**src/rtl/reg_write_arbiter.sv**
```systemverilog
// Round-robin arbiter granting four requesters write access to one shared register.
// Optional macro ARB_TIMEOUT_EN limits each grant to MAX_HOLD consecutive writes.
module reg_write_arbiter #(
    parameter int unsigned WIDTH    = 4,
    parameter int unsigned MAX_HOLD = 4
) (
    input  logic               clk,
    input  logic               reset,
    input  logic [3:0]         req,
    input  logic [4*WIDTH-1:0] din,
    input  logic               set,
    output logic [3:0]         gnt,
    output logic [1:0]         owner,
    output logic               busy,
    output logic [WIDTH-1:0]   q
);

    typedef enum logic {IDLE, GRANT} state_t;

    if (MAX_HOLD < 1 || MAX_HOLD > 15) begin : g_hold_range_check
        $error("MAX_HOLD must be in 1..15");
    end

    state_t           state, state_n;
    logic [1:0]       ptr, ptr_n, owner_n, winner;
    logic [3:0]       gnt_n;
    logic             busy_n;
    logic [WIDTH-1:0] q_n;
    logic [WIDTH-1:0] lane [4];
    logic             write, rel, do_grant;

`ifdef ARB_TIMEOUT_EN
    localparam logic [3:0] HOLD_MAX = 4'(MAX_HOLD);
    logic [3:0] hold_cnt, hold_n;
`endif

    // First set request bit searching ptr+1, ptr+2, ptr+3, ptr.
    function automatic logic [1:0] pick(input logic [3:0] r, input logic [1:0] p);
        logic [1:0] idx;
        pick = p;
        for (int k = 4; k >= 1; k--) begin
            idx = p + 2'(k);
            if (r[idx]) pick = idx;
        end
    endfunction

    always_comb begin
        for (int i = 0; i < 4; i++) lane[i] = din[i*WIDTH +: WIDTH];
    end

    always_comb begin
        state_n  = state;
        ptr_n    = ptr;
        owner_n  = owner;
        gnt_n    = gnt;
        busy_n   = busy;
        q_n      = q;
        winner   = pick(req, ptr);
        write    = 1'b0;
        rel      = 1'b0;
        do_grant = 1'b0;
`ifdef ARB_TIMEOUT_EN
        hold_n   = hold_cnt;
`endif
        case (state)
            IDLE: begin
                do_grant = |req;
            end
            GRANT: begin
                write = req[owner];
                if (write) begin
                    q_n = lane[owner];
`ifdef ARB_TIMEOUT_EN
                    hold_n = hold_cnt + 4'd1;
`endif
                end
`ifdef ARB_TIMEOUT_EN
                rel = !write || (hold_n == HOLD_MAX);
`else
                rel = !write;
`endif
                if (rel) begin
                    if (|req) begin
                        do_grant = 1'b1;
                    end else begin
                        state_n = IDLE;
                        gnt_n   = 4'b0000;
                        busy_n  = 1'b0;
                    end
                end
            end
            default: begin
                state_n = IDLE;
                gnt_n   = 4'b0000;
                busy_n  = 1'b0;
            end
        endcase

        if (do_grant) begin
            state_n = GRANT;
            ptr_n   = winner;
            owner_n = winner;
            gnt_n   = 4'b0001 << winner;
            busy_n  = 1'b1;
`ifdef ARB_TIMEOUT_EN
            hold_n  = 4'd0;
`endif
        end

        // Preset wins over a same-edge write.
        if (set) q_n = '1;
    end

    always_ff @(posedge clk) begin
        if (!reset) begin
            state    <= IDLE;
            ptr      <= 2'd3;
            owner    <= 2'd0;
            gnt      <= 4'b0000;
            busy     <= 1'b0;
            q        <= '0;
`ifdef ARB_TIMEOUT_EN
            hold_cnt <= 4'd0;
`endif
        end else begin
            state    <= state_n;
            ptr      <= ptr_n;
            owner    <= owner_n;
            gnt      <= gnt_n;
            busy     <= busy_n;
            q        <= q_n;
`ifdef ARB_TIMEOUT_EN
            hold_cnt <= hold_n;
`endif
        end
    end

endmodule

```
**config.mk**
```make
export PLATFORM = sky130hd
export DESIGN_NAME = reg_write_arbiter
export DESIGN_NICKNAME = d
export VERILOG_FILES = /design/src/rtl/reg_write_arbiter.sv
export SDC_FILE = /design/constraint.sdc
export NUM_CORES = 1
export LEC_CHECK = 0
export ABC_AREA = 0
export BUFFER_PORTS_ARGS = -buffer_cell sky130_fd_sc_hd__buf_2
export CAP_MARGIN = 20
export CORE_ASPECT_RATIO = 0.75
export CORE_UTILIZATION = 40
export DETAILED_ROUTE_END_ITERATION = 12
export PLACE_DENSITY = 0.74
export SLEW_MARGIN = 10
export SYNTH_ARGS = -nofsm -noshare
export SYNTH_HDL_FRONTEND = slang
export SYNTH_SLANG_ARGS = --single-unit
```
**constraint.sdc**
```tcl
create_clock -name clk -period 1.55 [get_ports clk]
set_clock_uncertainty 0.1 [all_clocks]
set_input_delay 0.31 -clock clk [delete_from_list [all_inputs] [get_ports clk]]
set_output_delay 0.31 -clock clk [all_outputs]
set_load 0.03 [all_outputs]
```
==> results.md <==
* Unrepaired setup endpoints after global routing: true
* Cells after Synth at 74
* First-pass GRT wire length at 3100 um
* I/O pin cnt at 34
* Final TNS setup at 0 ns
* Seq cells post-synth at 14
* TritonCTS clock tree: done
* Final nets at 147
* Antenna Diode Count at 0
* Antenna violations before repair at 0
* Core Area at 0.00177 mm2
* Router iterations before antenna repair at 4
* Post-Syn Area at 774 um2
* DRC Markers at 0
* Period utilisation layout at 98.9%
* Die height at 40.1 um
* FF-to-FF End: q[2]$_SDFFE_PN0P_
* Post-layout util at 65.4%
* CTS HTree Levels at 1
* Register area share after synthesis at 36.2%
* Max VDD drop at 653 uV
* Via count at 796
* Final RePlAce weighted congestion at 0.797
* Buffers on Ports at 33
* Measured slew at the worst slew-check pin at 0.601 ns
* Leak Pwr at 0.512 nW
* Critical path peak fanout at 6
* Max Cap Violations at 0
* Post-CTS Resized at 0
* Row count at 13
* Synth warn at 0
* Vias in the first global route at 673
* Final wirelength at 2020 um
* DRT iter0 DRCs at 29
* Pwr dens at 1060 mW/mm2
* Layout cells sized above 1 at 55.3%
* Syn_area_per_cell at 10.5 um2
* Post-DR wirelength/cell at 13.9 um
* Required @ worst endpoint at 1.62 ns
* Hold Crit Start: reset
* Hold Slack at 0.164 ns
* Arr. time, crit path at 1.60 ns
* Drt via density at 5.49
* Fraction of registers with async set/reset at 0%
* Hold Crit Endpoint: ptr[1]$_SDFFE_PN1P_
* R2R Setup Slk at 0.02 ns
* Slew Limit Fails at 0
* Yosys top cell by area: dfxtp_1
* Hold_buf cts at 0
* Die outline width at 52.8 um
* Starting Density at 43.7%
* Critical path type: register to register
* # clock sinks at 14
* CTS buffer count at 3
* Synth top area cells: dfxtp_1 (36%), mux4_2 (12%), mux2i_1 (5.2%)
* Yosys top cell area share at 36.2%
* Hold path depth at 2
* Filler cells at 140
* Tightest Hold Check Type: input port to register
* CP Capture Type: register
* Remaining global-route overflow at 0
* Clk buf depth at 2
* Die area at 0.00212 mm2
* Crit start category: register
* ANT nets after route at 0
* Postcts setup bufs at 0
* Area of the multi-input gates at 513 um2
* Post-synthesis net count at 97
* Relative slew slack at 59.8%
* EDFF count, synth at 0
* Worst-Skew Late Latency at 0.28 ns
* Total power at 1.22 mW
* Run status: finished, final reports clean
* Synth unique cells at 30
* Highest clock rate at 652 MHz
* Syn-to-layout area delta at 49.8%
* RR Startpoint: owner[0]$_SDFFE_PN0P_
* Gr usage total at 20.9%
* Dpl hpwl at 1590 um
* R2R cell count at 4
* Root buffer cell: clkbuf_4
* CTS clk-pin slew, worst paths at 0.09 ns
* FF+latch area at 285 um2
* Hold Violations, Final at 0
* Tmin final at 1.53 ns
* Endpoints failing setup at 0
* Largest net degree at the start of global routing at 9
* Top FF cell, synth: dfxtp_1
==> flip-flops by register name, indices dropped and copies added, names as in the netlist <==
name   flops
busy       1
gnt        4
owner      2
ptr        2
q          4
state      1
==> power breakdown <==
group	switching (mW)	internal, mW	leakage (nW)
clock network	0.125	0.143	0.0210
logic	0.261	0.245	0.373
registers	0.0415	0.410	0.117
total	0.427	0.797	0.512
==> area by class of cell <==
type	count	area share, %
clock buffers	4	3.13
multi-input cells	54	44.2
flip-flops and latches	14	24.6
well taps	22	2.37
repair buffers	46	24.1
inverters	5	1.62
==> metal layers <==
metal  routed length, um  part of all wire [%]  up-vias  GRT usage, %
met5                   0                     0        -             0
met4                  12                  0.59        0          5.92
met3                  82                   4.1        4          2.27
met2                 961                    48       27          36.1
met1                 964                    48      378          28.0
li1                    -                     -      387             -
==> through the flow <==
step                      cell area [um2]  worst slack (ns)  cells
after global routing                 1160           -0.0241    145
final                                1160            0.0172    145
after CTS                            1130            0.0345    145
after detailed placement             1100            -0.103    141
after global placement               1100           -0.0598    141
after floorplan                       808           -0.0349     74
==> cells in the final DEF (no fill, tap or decap), types with 2 or more instances in the layout <==
cell | Yosys | final
buf_2 | 0 | 33
a21oi_1 | 7 | 7
a22o_1 | 2 | 2
nand2b_1 | 3 | 3
clkbuf_4 | 0 | 3
nor2_1 | 3 | 3
or2_2 | 2 | 2
nor2b_1 | 3 | 3
a32o_1 | 2 | 2
mux4_2 | 4 | 4
inv_1 | 5 | 5
mux2i_4 | 0 | 2
mux2i_1 | 4 | 3
dfxtp_1 | 14 | 12
o21a_1 | 2 | 2
buf_4 | 0 | 11
nand2_1 | 3 | 3
==> cells by family after synthesis <==
family          share of synthesized area (%)
mux                                      20.4
buf+inv                                  3.88
compound gates                           21.8
simple gates                             17.8
flops                                    36.2
==> synth_stat cells, types with 2 or more instances <==
cell and instances:
nand2_1 3, a32o_1 2, nand2b_1 3, or2_2 2, a22o_1 2, mux2i_1 4, mux2i_2 2, nor2b_1 3
dfxtp_1 14, nor2_1 3, nor4_1 2, o21a_1 2, nor3_1 2, inv_1 5, mux4_2 4, a21oi_1 7
==> critical path, cell delays in order, from the launching register on <==
cell and delay [ns]:
dfxtp_4 0.41, buf_12 0.13, mux4_2 0.50, mux2i_2 0.18
a21oi_1 0.09
==> worst max path at each step <==
stage | end | cells past startpoint | slack, ns | startpoint
floorplan | gnt[0]$_SDFFE_PN0P_ | 5 | -0.03 | owner[0]$_SDFFE_PN0P_
global placement | gnt[1]$_SDFFE_PN0P_ | 6 | -0.06 | req[1]
detailed placement | ptr[1]$_SDFFE_PN1P_ | 5 | -0.10 | req[3]
CTS | ptr[0]$_SDFFE_PN1P_ | 4 | 0.03 | owner[0]$_SDFFE_PN0P_
global route | owner[0]$_SDFFE_PN0P_ | 4 | -0.02 | owner[0]$_SDFFE_PN0P_
finish | q[2]$_SDFFE_PN0P_ | 4 | 0.02 | owner[0]$_SDFFE_PN0P_
(Power assumes the default switching activity.)
